`config.mk`:
```
export PLATFORM = sky130hd
export DESIGN_NAME = sevenseg_scan
export DESIGN_NICKNAME = d
export VERILOG_FILES = /design/src/rtl/sevenseg_pkg.sv /design/src/rtl/sevenseg_scan_timer.sv /design/src/rtl/sevenseg_scan.sv
export SDC_FILE = /design/constraint.sdc
export NUM_CORES = 1
export LEC_CHECK = 0
export CAP_MARGIN = 30
export CORE_MARGIN = 10
export CORE_UTILIZATION = 41
export CTS_CLUSTER_DIAMETER = 30
export DETAILED_ROUTE_END_ITERATION = 10
export GPL_TIMING_DRIVEN = 0
export PLACE_DENSITY = 0.62
export SLEW_MARGIN = 5
export SYNTH_ARGS = -nofsm -noshare
export SYNTH_HDL_FRONTEND = slang
export SYNTH_SLANG_ARGS = --single-unit
```
`constraint.sdc`:
```
create_clock -name in_clk -period 2.6 [get_ports in_clk]
set_clock_uncertainty 0.15 [all_clocks]
set_input_delay 0.52 -clock in_clk [delete_from_list [all_inputs] [get_ports in_clk]]
set_output_delay 0.52 -clock in_clk [all_outputs]
set_load 0.1 [all_outputs]
```
`src/rtl/sevenseg_pkg.sv`:
```
// Shared scan-state type and digit-select level helper for seven-segment display users.
// Latency: none, types and a pure function only.
// Backpressure: not applicable.
package sevenseg_pkg;

    typedef enum logic {
        S_BLANK = 1'b0,
        S_SHOW  = 1'b1
    } scan_state_e;

    // Map a logical "digit enabled" bit onto the pin level the display expects.
    function automatic logic sel_level(input logic enable, input logic active_low);
        return enable ^ active_low;
    endfunction

endpackage

```
`src/rtl/sevenseg_scan_timer.sv`:
```
// Slot counter and digit index for the display scan, with frame-end and show-phase strobes.
// Latency: strobes are decoded from the current counter/index registers.
// Backpressure: none, free-running from reset.
module sevenseg_scan_timer
    import sevenseg_pkg::*;
#(
    parameter int NUM_DIGITS   = 4,
    parameter int CLK_DIV      = 1000,
    parameter int BLANK_CYCLES = 2
) (
    input  logic                          clk_i,
    input  logic                          rst_i,
    output logic [$clog2(NUM_DIGITS)-1:0] idx_o,
    output logic                          frame_end_o,
    output logic                          show_o
);

    localparam int CW = $clog2(CLK_DIV);
    localparam int IW = $clog2(NUM_DIGITS);
    localparam logic [CW-1:0] C_LAST  = CW'(CLK_DIV - 1);
    localparam logic [CW-1:0] C_BLANK = CW'(BLANK_CYCLES);
    localparam logic [IW-1:0] I_LAST  = IW'(NUM_DIGITS - 1);

    logic [CW-1:0] cnt_q, cnt_d;
    logic [IW-1:0] idx_q, idx_d;
    scan_state_e   state_q, state_d;
    logic          slot_end;

    assign slot_end    = (cnt_q == C_LAST);
    assign frame_end_o = slot_end && (idx_q == I_LAST);
    assign show_o      = (state_q == S_SHOW);
    assign idx_o       = idx_q;

    // Advance the slot counter; step the digit index on slot wrap; derive phase from the next count.
    always_comb begin
        cnt_d = cnt_q + CW'(1);
        idx_d = idx_q;
        if (slot_end) begin
            cnt_d = '0;
            idx_d = (idx_q == I_LAST) ? '0 : idx_q + IW'(1);
        end
        state_d = (cnt_d < C_BLANK) ? S_BLANK : S_SHOW;
    end

    // Counter, index and phase registers.
    always_ff @(posedge clk_i or posedge rst_i) begin
        if (rst_i) begin
            cnt_q   <= '0;
            idx_q   <= '0;
            state_q <= S_BLANK;
        end else begin
            cnt_q   <= cnt_d;
            idx_q   <= idx_d;
            state_q <= state_d;
        end
    end

endmodule

```
`src/rtl/sevenseg_scan.sv`:
```
// Multiplexed seven-segment scanner: one digit per slot, blank gap first, value swapped at frame end.
// Latency: outputs registered one cycle after the scan state; accepted value shown from the next frame.
// Backpressure: out_ready low while a value waits in shadow; SEVENSEG_SCAN_LZB_EN adds leading-zero blanking.
module sevenseg_scan
    import sevenseg_pkg::*;
#(
    parameter int NUM_DIGITS     = 4,
    parameter int CLK_DIV        = 1000,
    parameter int BLANK_CYCLES   = 2,
    parameter int SEL_ACTIVE_LOW = 0
) (
    input  logic                    in_clk,
    input  logic                    in_rst,
    input  logic [NUM_DIGITS*4-1:0] in_value,
    input  logic                    in_valid,
    output logic                    out_ready,
    output logic [3:0]              out_digit,
    output logic [NUM_DIGITS-1:0]   out_sel
);

    localparam int IW = $clog2(NUM_DIGITS);
    localparam logic [NUM_DIGITS-1:0] SEL_IDLE =
        {NUM_DIGITS{sel_level(1'b0, SEL_ACTIVE_LOW != 0)}};

    logic [IW-1:0] idx;
    logic          frame_end;
    logic          show;

    logic [NUM_DIGITS-1:0][3:0] shadow_q, shadow_d;
    logic [NUM_DIGITS-1:0][3:0] display_q, display_d;
    logic                       pending_q, pending_d;
    logic [NUM_DIGITS-1:0]      sel_q, sel_d;
    logic [3:0]                 digit_q, digit_d;
    logic                       lit;

    sevenseg_scan_timer #(
        .NUM_DIGITS  (NUM_DIGITS),
        .CLK_DIV     (CLK_DIV),
        .BLANK_CYCLES(BLANK_CYCLES)
    ) u_timer (
        .clk_i      (in_clk),
        .rst_i      (in_rst),
        .idx_o      (idx),
        .frame_end_o(frame_end),
        .show_o     (show)
    );

    assign out_ready = !pending_q;
    assign out_sel   = sel_q;
    assign out_digit = digit_q;

`ifdef SEVENSEG_SCAN_LZB_EN
    logic upper_zero;

    // True when the current digit and every more-significant digit are zero.
    always_comb begin
        upper_zero = 1'b1;
        for (int i = 0; i < NUM_DIGITS; i++) begin
            if ((IW'(i) >= idx) && (display_q[i] != 4'h0)) begin
                upper_zero = 1'b0;
            end
        end
    end

    assign lit = show && !((idx != '0) && upper_zero);
`else
    assign lit = show;
`endif

    // Capture a new value when idle; hand it to the display only on a frame boundary.
    always_comb begin
        shadow_d  = shadow_q;
        display_d = display_q;
        pending_d = pending_q;
        if (in_valid && !pending_q) begin
            shadow_d  = in_value;
            pending_d = 1'b1;
        end else if (frame_end && pending_q) begin
            display_d = shadow_q;
            pending_d = 1'b0;
        end
    end

    // Select and nibble for the slot; the nibble holds through the blank gap.
    always_comb begin
        sel_d   = SEL_IDLE;
        digit_d = digit_q;
        if (show) begin
            digit_d = display_q[idx];
            for (int i = 0; i < NUM_DIGITS; i++) begin
                sel_d[i] = sel_level(lit && (idx == IW'(i)), SEL_ACTIVE_LOW != 0);
            end
        end
    end

    // Value registers and registered display outputs.
    always_ff @(posedge in_clk or posedge in_rst) begin
        if (in_rst) begin
            shadow_q  <= '0;
            display_q <= '0;
            pending_q <= 1'b0;
            sel_q     <= SEL_IDLE;
            digit_q   <= 4'h0;
        end else begin
            shadow_q  <= shadow_d;
            display_q <= display_d;
            pending_q <= pending_d;
            sel_q     <= sel_d;
            digit_q   <= digit_d;
        end
    end

endmodule

```
==> results by group, run 1 <==
STA
  – Worst Tran Pin Value: 0.975 ns
  – Hold Slack: about 0.36 ns
  – RSZ-0062 raised after global routing: false
  – Final setup fails: 0
  – Min Tclk post-route: 2.50 ns
  – FMAX: approximately 0.4 GHz
  – Slew Viols, Final: 0
  – Slew margin rel.: 34.8%
  – Fin. Hold Viols: 0
  – Period utilisation layout: 96.2%

Drt
  – Routed len/inst: 15.4 um
  – Initial DRT Pass Iterations: 4
  – Vias per cell: 4.93
  – Routed vias: 1332
  – Final WL: 4.15 mm
  – DRT iter0 DRCs: 17
  – Detailed-route DRC error count: 0
  – Post-route ant nets: 0

Die
  – Initial core utilization: 41.9%
  – Full die area: between 8000 and 9000 um^2
  – Cell Rows: 27
  – Core Footprint: 5470 um^2
  – IO Count: 28
  – Die height: roughly 95 um
  – Die W: between 90 and 100 um

Pwr
  – Pleak: 1.25 nW
  – Worst IR Drop VDD: between 0.3 and 0.4 mV
  – PD cells: between 500 and 600 nW/um^2
  – Final Total Pwr: around 1.4 mW

Yosys
  – Distinct cells, synth: 34
  – Mapped Nets: roughly 190
  – Mean Syn Cell Area: 14.1 um^2
  – Post-synth top flop: dfrtp_1
  – Synth warn: 0
  – Number of enable flip-flop cells after synthesis: 0
  – Synthesized area: 2290 um^2
  – Post-Syn Instances: 162
  – Synth Register Bits: 54
  – Sequential share of the synthesized area: about three fifths
  – Share of flip-flops with an asynchronous set or reset: between 90% and 100%

Global route
  – Number of global-route vias before repair: 1534
  – Initial antenna violation count: 0
  – First-pass GRT wire length: 7.24 mm
  – Grt ovf: 0
  – Largest net degree at the start of global routing: 36
  – Total track usage: 10.3%

Critical path
  – Largest stage delay on the critical path: 1.15 ns
  – CP bufs+invs: 1
  – Crit path DAT: approximately 1.8 ns
  – Critical path's top delay family: buffers and inverters
  – Maximum fanout along the worst path: 2
  – CP endpoint kind: primary output
  – Worst endpoint required time: 1.93 ns
  – Worst path cell trace: clkdlybuf4s50_1
  – Critical Setup Path Class: register to primary output
  – Critical Path Slowest Stage Cell: clkdlybuf4s50_1
  – Startpoint types: register

Finish
  – Post-route insts no fill: 270
  – Area Growth Syn to Fin: 20.9%
  – Layout cells sized above 1: between 20 and 30%
  – Nets: between 200 and 250
  – N_diodes: 0
  – Fillers: 490
  – Most frequent cells in the layout: dfrtp_1, mux2_2, clkdlybuf4s50_1
  – Fin util: 50.6%
  – Most common cell after layout, fill and taps aside: dfrtp_1

Placed design
  – Port bufs: 27
  – RePlAce Congestion: roughly 0.76
  – DP Cell Count: 262
  – Final HPWL from detailed placement: 3.19 mm

Min path
  – Worst Hold Class: register to register

Clock tree
  – CTS tree: done
  – CTS Buffer Depth: 2
  – H-tree Lvls: 2
  – CTS root buffer: clkbuf_8
  – Clk Latency, worst-skew pair: 0.30 ns
  – TritonCTS Buffers: 5
  – CTS clk-pin slew, worst paths: 0.09 ns
  – Clk sinks: between 50 and 60

Flow run
  – Max Cap Violations: 0

Outcome
  – Status: completed
[routing by layer]
layer | global-route usage (%) | part of all wire [%] | wire, um
met1 | 11.3 | 41 | 1680
met2 | 18.2 | 55 | 2270
met4 | 3.37 | 0.94 | 39
met5 | 0 | 0 | 0
met3 | 3.65 | 3.9 | 164
[flip-flops by register name, summed over array words and instances, names as in the netlist]
register / cells
shadow_q: 16
u_timer.cnt_q: 10
out_sel: 4
out_digit: 4
pending_q: 1
u_timer.idx_o: 2
u_timer.show_o: 1
display_q: 16
[kinds of logic after synthesis]
kind of cell / after synthesis / synth area share, %
XOR/XNOR: 5 / 1.91
buffers and inverters: 12 / 2.35
AO/OA/AOI/OAI: 9 / 2.62
multiplexers: 40 / 21.6
AND/OR/NAND/NOR: 37 / 9.78
flip-flops: 54 / 59.0
adder cells (fa/ha/maj): 5 / 2.73
[cell usage after synthesis (3+ instances only)]
library cell   n  area, um^2
nand3_1        4        20.0
nor2_1         9        33.8
inv_1          5        18.8
nor2b_1        3        18.8
ha_1           5        62.6
dfrtp_1       54        1350
xor2_1         4        35.0
o21ai_0        3        15.0
nand2_1        4        15.0
mux4_2         4        90.1
clkbuf_1       3        11.3
mux2_2        36         405
and2_1         4        25.0
[cell type report]
type	count	area [um^2]	area share, %
Timing Repair Buffer	28	293	10.6
Inverter	5	18.8	0.678
Clock inverter	2	16.3	0.587
Clock buffer	6	72.6	2.62
Multi-Input combinational cell	96	891	32.2
Sequential cell	54	1350	48.8
Buffer	7	35.0	1.27
Tap cell	72	90.1	3.25
[power breakdown]
| group | switching (mW) | leakage (nW) | internal (mW) | total, mW |
|---|---|---|---|---|
| logic | 0.0264 | 0.512 | 0.0474 | 0.0738 |
| registers | 0.0146 | 0.699 | 0.868 | 0.882 |
| clock network | 0.262 | 0.0418 | 0.194 | 0.455 |
[repair_timing]
action / 4_1_cts / 5_1_grt
setup buffers: 0 / 0
hold buffers: 0 / 0
resized for setup: 0 / 3
endpoints found under the setup margin: 0 / 10
[metrics by stage]
step / cell area (um^2) / setup TNS, ns / setup slack, ns
after floorplan: 2290 / 0 / 0.413
after global placement: 2650 / -15.72 / -0.281
after CTS: 2760 / 0 / 0.00673
after detailed placement: 2670 / -1.10 / -0.119
after global routing: 2770 / 0 / 0.0125
final: 2770 / 0 / 0.100
[path summary, 6_finish.rpt]
path / depth (start not counted) / end / slack, ns / start
setup / recovery: 1 / out_digit[2] / 0.1 / out_digit[2]
hold / removal: 1 / display_q[13] / 0.36 / display_q[13]
setup reg to reg: 8 / display_q[1] / 0.17 / u_timer.cnt_q[1]
hold reg to reg: 1 / display_q[13] / 0.36 / display_q[13]
max in group asynchronous: 3 / u_timer.cnt_q[0] / 1.37 / in_rst
min in group asynchronous: 2 / shadow_q[4] / 0.39 / in_rst
(Power assumes the default switching activity.)
==> run 2: changes to the inputs <==
- CTS_BUF_LIST: not set -> sky130_fd_sc_hd__clkbuf_8
- SLEW_MARGIN: 5 -> 0
==> results by group, run 2 (same netlist as run 1, synthesis figures left out) <==
Drt
  – Routed vias: 1332
  – Detailed-route DRC error count: 0
  – Routed len/inst: 15.4 um
  – Post-route ant nets: 0
  – Vias per cell: about 5
  – DRT iter0 DRCs: 17
  – Final WL: 4.15 mm
  – Initial DRT Pass Iterations: 4

Die
  – Full die area: 8980 um^2
  – Cell Rows: 27
  – Die W: 94.8 um
  – IO Count: 28
  – Core Footprint: 5470 um^2
  – Die height: 94.8 um
  – Initial core utilization: 41.9%

STA
  – Period utilisation layout: 96.2%
  – Worst Tran Pin Value: 0.975 ns
  – Setup tns final: 0 ns
  – Slew Viols, Final: 0
  – FMAX: 0.400 GHz
  – Fin. Hold Viols: 0
  – Slew margin rel.: 34.8%
  – Hold Slack: 0.360 ns
  – Final setup fails: 0
  – RSZ-0062 raised after global routing: false
  – Min Tclk post-route: roughly 2.5 ns
  – Final Worst Setup Slack: 0.0996 ns

Clock tree
  – Clk sinks: 54
  – Setup bufs post-CTS: 0
  – TritonCTS Buffers: 5
  – Clk Latency, worst-skew pair: 0.30 ns
  – CTS clk-pin slew, worst paths: 0.09 ns
  – CTS Buffer Depth: 2
  – CTS root buffer: clkbuf_8
  – CTS tree: done
  – H-tree Lvls: 2

Finish
  – N_diodes: 0
  – Nets: 221
  – Multi-input gate area: 891 um^2
  – Most frequent cells in the layout: dfrtp_1, mux2_2, clkdlybuf4s50_1
  – Fillers: around 500
  – Reg area: between 1000 and 1500 um^2
  – Layout cells sized above 1: between 20 and 30%
  – Top flop regs: display_q: 16 flops, shadow_q: 16 flops, u_timer.cnt_q: 10 flops
  – Area Growth Syn to Fin: 20.9%
  – Most common cell after layout, fill and taps aside: dfrtp_1

Min path
  – Worst Hold Class: register to register

Global route
  – Total track usage: 10.3%
  – First-pass GRT wire length: 7.24 mm
  – Initial antenna violation count: 0
  – Number of global-route vias before repair: 1534
  – Grt ovf: 0
  – Largest net degree at the start of global routing: 36

Critical path
  – Maximum fanout along the worst path: 2
  – CP endpoint kind: primary output
  – Startpoint types: register
  – Worst path cell trace: clkdlybuf4s50_1
  – Critical Setup Path Class: register to primary output
  – Critical Path Slowest Stage Cell: clkdlybuf4s50_1
  – Largest stage delay on the critical path: 1.15 ns
  – Crit path DAT: 1.83 ns
  – CP bufs+invs: 1
  – Worst endpoint required time: 1.93 ns
  – Critical path's top delay family: buffers and inverters

Pwr
  – Pleak: 1.26 nW
  – Final Total Pwr: 1.41 mW
  – Worst IR Drop VDD: 0.328 mV
  – PD cells: 508 nW/um^2

Placed design
  – RePlAce Congestion: about 0.76
  – DP Worst Slack: -0.119 ns
  – Port bufs: 27
  – Final HPWL from detailed placement: 3.19 mm

Flow run
  – Max Cap Violations: 0

Outcome
  – Status: completed
==> run 2: cell types whose count changed in the layout (fill, tap and decap cells not counted) <==
cell      change
clkbuf_1      -1
inv_1         +1
==> run 2: worst paths after layout <==
path	slack, ns	depth (start not counted)	from	end
hold / removal	0.36	1	display_q[13]	display_q[13]
hold reg to reg	0.36	1	display_q[13]	display_q[13]
min in group asynchronous	0.39	2	in_rst	shadow_q[4]
setup reg to reg	0.17	8	u_timer.cnt_q[1]	display_q[1]
setup / recovery	0.1	1	out_digit[2]	out_digit[2]
max in group asynchronous	1.37	3	in_rst	u_timer.cnt_q[0]
==> run 2: report_power, final <==
group | switching, mW | internal (mW) | leakage [nW] | total, mW
sequential | 0.0146 | 0.868 | 0.699 | 0.882
clock | 0.262 | 0.190 | 0.0460 | 0.452
combinational | 0.0264 | 0.0474 | 0.512 | 0.0738
==> run 2: per-layer routing <==
| metal | share of wire (%) | global-route usage (%) | vias to the layer above |
|---|---|---|---|
| li1 | - | - | 631 |
| met1 | 41 | 11.3 | 678 |
| met2 | 55 | 18.2 | 19 |
| met3 | 3.9 | 3.65 | 4 |
| met4 | 0.94 | 3.37 | 0 |
| met5 | 0 | 0 | - |
==> run 2: final cells by class <==
cell class | instances | area share (%)
Buffer | 7 | 1.27
Clock buffer | 5 | 2.49
Clock inverter | 3 | 0.723
Inverter | 5 | 0.678
Multi-Input combinational cell | 96 | 32.2
Sequential cell | 54 | 48.8
Tap cell | 72 | 3.25
Timing Repair Buffer | 28 | 10.6
==> run 2: stage by stage <==
| stage | area [um^2] | utilization (%) | instances |
|---|---|---|---|
| floorplan | 2290 | - | 162 |
| global placement | 2650 | 48.4 | 261 |
| detailed placement | 2670 | 48.8 | 262 |
| CTS | 2760 | 50.4 | 270 |
| global route | 2770 | 50.6 | 270 |
| finish | 2770 | 50.6 | 270 |
==> run 2: repair_timing <==
action,4_1_cts,5_1_grt
hold buffers,0,0
gates resized for setup,0,3
setup endpoints to repair,0,10
